==> src/rtl/alu_byte_serial.sv <==
// Byte-serial 32-bit ALU: one 8-bit slice per BUSY cycle, ripple carry held in a register.
// Handshake: req_valid/req_ready to start, rsp_valid/rsp_ready to retire the result.
module alu_byte_serial (
  input  logic        clk,
  input  logic        reset,
  input  logic        req_valid,
  output logic        req_ready,
  input  logic [31:0] operandA,
  input  logic [31:0] operandB,
  input  logic [2:0]  command,
  output logic        rsp_valid,
  input  logic        rsp_ready,
  output logic [31:0] result,
  output logic        carryout,
  output logic        overflow,
  output logic        zero
);

  typedef enum logic [1:0] {IDLE, BUSY, DONE} state_t;

  localparam logic [2:0] CMD_ADD  = 3'b000;
  localparam logic [2:0] CMD_SUB  = 3'b001;
  localparam logic [2:0] CMD_XOR  = 3'b010;
  localparam logic [2:0] CMD_SLT  = 3'b011;
  localparam logic [2:0] CMD_AND  = 3'b100;
  localparam logic [2:0] CMD_NAND = 3'b101;
  localparam logic [2:0] CMD_NOR  = 3'b110;
  localparam logic [2:0] CMD_OR   = 3'b111;

  state_t      state_q, state_d;
  logic [31:0] a_q, b_q;
  logic [2:0]  cmd_q;
  logic [1:0]  idx_q;
  logic        carry_q;

  logic [7:0]  a_byte, b_byte, b_eff, byte_res;
  logic [8:0]  sum9;
  logic        sub_like, c_in31, c_out31, ovf31, slt_bit;
  logic [31:0] result_d;

  assign req_ready = (state_q == IDLE);
  assign rsp_valid = (state_q == DONE);
  assign zero      = (result == 32'd0);

  always_ff @(posedge clk) begin
    if (reset) state_q <= IDLE;
    else       state_q <= state_d;
  end

  always_comb begin
    state_d = state_q;
    case (state_q)
      IDLE:    if (req_valid) state_d = BUSY;
      BUSY:    if (idx_q == 2'd3) state_d = DONE;
      DONE:    if (rsp_ready) state_d = IDLE;
      default: state_d = IDLE;
    endcase
  end

  // Slice datapath; flags are only meaningful on the last (idx=3) slice.
  always_comb begin
    sub_like = (cmd_q == CMD_SUB) || (cmd_q == CMD_SLT);
    a_byte   = a_q[{idx_q, 3'b000} +: 8];
    b_byte   = b_q[{idx_q, 3'b000} +: 8];
    b_eff    = sub_like ? ~b_byte : b_byte;
    sum9     = {1'b0, a_byte} + {1'b0, b_eff} + {8'd0, carry_q};
    c_in31   = a_byte[7] ^ b_eff[7] ^ sum9[7];
    c_out31  = sum9[8];
    ovf31    = c_in31 ^ c_out31;
    slt_bit  = sum9[7] ^ ovf31;
    byte_res = sum9[7:0];
    case (cmd_q)
      CMD_XOR:  byte_res = a_byte ^ b_byte;
      CMD_AND:  byte_res = a_byte & b_byte;
      CMD_NAND: byte_res = ~(a_byte & b_byte);
      CMD_NOR:  byte_res = ~(a_byte | b_byte);
      CMD_OR:   byte_res = a_byte | b_byte;
      default:  byte_res = sum9[7:0];
    endcase
    result_d = result;
    result_d[{idx_q, 3'b000} +: 8] = byte_res;
    if ((idx_q == 2'd3) && (cmd_q == CMD_SLT)) result_d = {31'd0, slt_bit};
  end

  always_ff @(posedge clk) begin
    if (reset) begin
      a_q      <= 32'd0;
      b_q      <= 32'd0;
      cmd_q    <= CMD_ADD;
      idx_q    <= 2'd0;
      carry_q  <= 1'b0;
      result   <= 32'd0;
      carryout <= 1'b0;
      overflow <= 1'b0;
    end else begin
      case (state_q)
        IDLE: if (req_valid) begin
          a_q     <= operandA;
          b_q     <= operandB;
          cmd_q   <= command;
          idx_q   <= 2'd0;
          carry_q <= (command == CMD_SUB) || (command == CMD_SLT);
        end
        BUSY: begin
          result  <= result_d;
          carry_q <= c_out31;
          idx_q   <= idx_q + 2'd1;
          if (idx_q == 2'd3) begin
            if ((cmd_q == CMD_ADD) || (cmd_q == CMD_SUB)) begin
              carryout <= c_out31;
              overflow <= ovf31;
            end else begin
              carryout <= 1'b0;
              overflow <= 1'b0;
            end
          end
        end
        default: ;
      endcase
    end
  end

endmodule

==> config.mk <==
export PLATFORM = sky130hd
export DESIGN_NAME = alu_byte_serial
export DESIGN_NICKNAME = d
export VERILOG_FILES = /design/src/rtl/alu_byte_serial.sv
export SDC_FILE = /design/constraint.sdc
export NUM_CORES = 1
export LEC_CHECK = 0
export ABC_AREA = 0
export BUFFER_PORTS_ARGS = -buffer_cell sky130_fd_sc_hd__buf_2
export CORE_ASPECT_RATIO = 1.75
export CORE_UTILIZATION = 40
export CTS_CLUSTER_DIAMETER = 50
export CTS_CLUSTER_SIZE = 10
export DETAILED_ROUTE_END_ITERATION = 12
export HOLD_SLACK_MARGIN = 0.05
export PLACE_DENSITY = 0.75
export REMOVE_ABC_BUFFERS = 1
export SYNTH_ARGS = -nofsm -noshare
export SYNTH_HDL_FRONTEND = slang
export SYNTH_SLANG_ARGS = --single-unit
==> constraint.sdc <==
create_clock -name clk -period 3.25 [get_ports clk]
set_clock_uncertainty 0.1 [all_clocks]
set_input_delay 0.65 -clock clk [delete_from_list [all_inputs] [get_ports clk]]
set_output_delay 0.65 -clock clk [all_outputs]
set_load 0.05 [all_outputs]
==> summary.md <==
| Metric | Value |
|---|---|
| Outcome | `complete, no violations` |
| Placed Cells | `around 890` |
| Final hold vios | `0` |
| Die width | `89.3 microns` |
| GP Congestion | `a little under 0.9` |
| Router iterations before antenna repair | `5` |
| Post-synth top area cell | `dfxtp_1` |
| Total track usage | `between 10% and 20%` |
| Fin. max-slew vios | `0` |
| Top Usage Layer GRT | `met2` |
| CTS sink cnt | `106` |
| Commonest cells after routing, fill and taps aside | `nand2_1, buf_2, dfxtp_1` |
| Hold buffer count at CTS | `0` |
| Cells after synthesis | `627` |
| H-tree depth | `3` |
| Placed Area | `0.00609 sq mm` |
| HPWL Detailed | `between 9000 and 10,000 microns` |
| Met3 Use GR | `2.51%` |
| Top cell type's share of synthesized area | `39.8%` |
| Layout cell share with drive strength beyond 1 | `approximately a quarter` |
| Peak Freq | `between 300 and 400 MHz` |
| CTS Buffer Depth | `2` |
| M1 GR Usage | `roughly 22%` |
| Clk Latency, worst-skew pair | `approximately 0.36 ns` |
| Final TNS setup | `0 ns` |
| Seq cells post-synth | `between 100 and 150` |
| MaxCap Viol Count | `0` |
| Overflow after GRT | `0` |
| Top_reg_cell synth | `dfxtp_1` |
| Port bufs | `between 100 and 150` |
| Worst vdd ir | `between 0.2 and 0.3 mV` |
| DRC | `0` |
| Reg2reg start | `idx_q[0]` |
| Capturing point of the worst reg2reg path | `result[30]` |
| Post-synth EDFFs | `0` |
| Drt initial violations | `268` |
| TritonCTS clock tree | `yes` |
| Initial Util | `roughly two fifths` |
| Async set-or-reset flop fraction in the synthesized netlist | `0%` |
| Avg WL per Cell | `14.3 microns` |
| Antenna-violating nets left | `0` |
| Fin area | `0.00646 sq mm` |
| Nets | `about 830` |
| IO Pins | `~110` |
| Post-synth cell types | `53` |
| Hold Path Class | `reg -> reg` |
| Worst-path clk slew | `roughly 0.070 ns` |
| First-pass GRT wire length | `between 20,000 and 25,000 microns` |
| Syn Area/Cell | `8.51 sq um` |
| Worst Tran Pin Value | `~0.86 ns` |
| Die area | `0.0138 sq mm` |
| Pin count of the biggest net entering global routing | `86` |
| WP data required | `about 3.4 ns` |
| CP startpoint | `idx_q[0]` |
| Final setup violation count | `0` |
| Tcrit/Tclk final | `96.4%` |
| Row count | `55` |
| Top cells by area, synth | `dfxtp_1, nand2_1, a21oi_1` |
| R2r setup slk | `around 0.12 ns` |
| Min Tclk post-route | `approximately 3.1 ns` |
| Via count | `4,724` |
| Num CTS Buffers | `9` |
| Setup WS pre-CTS | `-0.0335 ns` |
| Slew Limit Headroom | `between 40% and 50%` |
| Post-synthesis sequential area ratio | `39.8%` |
| Fillers | `~1,300` |
| Ant. Diodes | `0` |
| Crit path DAT | `approximately 3.2 ns` |
| CP Launch Type | `flip-flop` |
| Final worst slack | `roughly 0.12 ns` |
| CTS Root Cell | `clkbuf_16` |
| Commonest non-fill, non-tap cell in the layout | `nand2_1` |
| M2 GR Usage | `roughly 36%` |
| Power density over the cells | `493 mW/mm^2` |
| Critical path peak fanout | `7` |
| Synth Cell Area | `about 0.0053 sq mm` |
| Worst Setup EP | `result[30]` |
| Area growth, synth to finish | `21.1%` |
| Die Y | `roughly 150 microns` |
| Vias per Instance | `just over 5` |
| CP Class | `reg -> reg` |
| YS warnings | `0` |
| Final Non-Filler Cells | `approximately 910` |
| Vias in the first global route | `approximately 4,500` |
| Reg2Reg Depth | `11` |
| Drt total wl | `roughly 13,000 microns` |
| Hold slack final | `0.352 ns` |
| RSZ-0062 raised after global routing | `true` |
| Static Leak | `~2.7 nW` |
| Initial antenna violation count | `0` |
| Core Box Area | `~0.013 sq mm` |
| Crit end category | `flip-flop` |
worst max-delay path: stages (launching register included):
cell and delay (ns):
dfxtp_2 0.36, buf_4 0.12, buf_4 0.18, mux4_2 0.57, xnor2_1 0.16, ha_1 0.37
or3_1 0.38, a311oi_1 0.24, a211oi_1 0.08, o311a_1 0.17, a22oi_1 0.19, nor2_1 0.06
power breakdown:
group	total (W)	leakage (nW)	switching [W]	internal (W)
clock network	0.00110	0.140	0.000496	0.000606
registers	0.00140	0.866	0.0000335	0.00136
logic	0.000688	1.68	0.000414	0.000275
total	0.00319	2.69	0.000943	0.00224
state kept, by name (all words and copies together) (netlist names):
name and count:
a_q 32, b_q 32, result 32, cmd_q 3, idx_q 2, state_q 2, carry_q 1, carryout 1
overflow 1
cell families after synthesis:
logic type | share of synthesized area (%)
AND/OR/NAND/NOR | 20.2
AO/OA/AOI/OAI | 16.6
flip-flops | 39.8
buffers and inverters | 4.83
adder cells (fa/ha/maj) | 7.32
multiplexers | 8.44
XOR/XNOR | 2.79
metrics by stage:
step | total power (W) | utilization, %
6_report | 0.00319 | 49.9
5_1_grt | 0.00335 | 49.9
4_1_cts | 0.00320 | 49.5
3_5_place_dp | 0.00209 | 47.1
3_3_place_gp | 0.00208 | 47.1
2_1_floorplan | 0.00186 | -
routing by layer:
layer	vias up	share of wire [%]	wire [microns]
li1	2386	-	-
met1	2213	40	5180
met2	108	55	7160
met3	17	3.2	415
met4	0	2.1	273
met5	-	0	0
worst min path at each step:
stage	start	endpoint	slack, ns	cells after the start
final	a_q[30]	a_q[30]	0.35	2
after global routing	a_q[24]	a_q[24]	0.37	2
after CTS	a_q[30]	a_q[30]	0.35	2
after detailed placement	a_q[30]	a_q[30]	0.34	2
after global placement	b_q[5]	b_q[5]	0.34	2
after floorplan	a_q[16]	a_q[16]	0.33	2
layout make-up:
cell class	count	area [sq um]	area share [%]
multi-input combinational	460	2990	46.3
sequential	106	2120	32.9
timing repair buffer	135	752	11.6
clock buffer	10	229	3.55
tap	171	214	3.31
inverter	21	78.8	1.22
clock inverter	6	71.3	1.10
cells in the mapped netlist (2+ instances only):
library cell and instances:
mux4_2 16, inv_2 8, o21ai_0 3, dfxtp_1 106
buf_4 2, ha_1 28, fa_1 2, a211oi_1 5
o21ai_1 10, mux2i_1 9, nand3_1 6, a32oi_1 5
a21oi_1 80, or3_1 3, nor2_1 37, a22oi_1 25
nor2b_1 5, and3_1 2, clkbuf_1 26, nand3b_1 5
o21a_1 2, buf_2 11, xor2_1 4, and2_1 3
nor4_1 10, nand2_1 148, xnor2_1 13, nand2b_1 10
nand4_1 2, inv_1 13, nor3_1 5, a22o_1 2
what timing repair did:
| action | in CTS | in global routing |
|---|---|---|
| resized for setup | 3 | 5 |
| endpoints found under the setup margin | 4 | 21 |
| endpoints found under the hold margin | 0 | 0 |
| setup buffers | 1 | 3 |
| pin swaps | 0 | 3 |
Note: power is estimated with default switching activity, not from simulation.
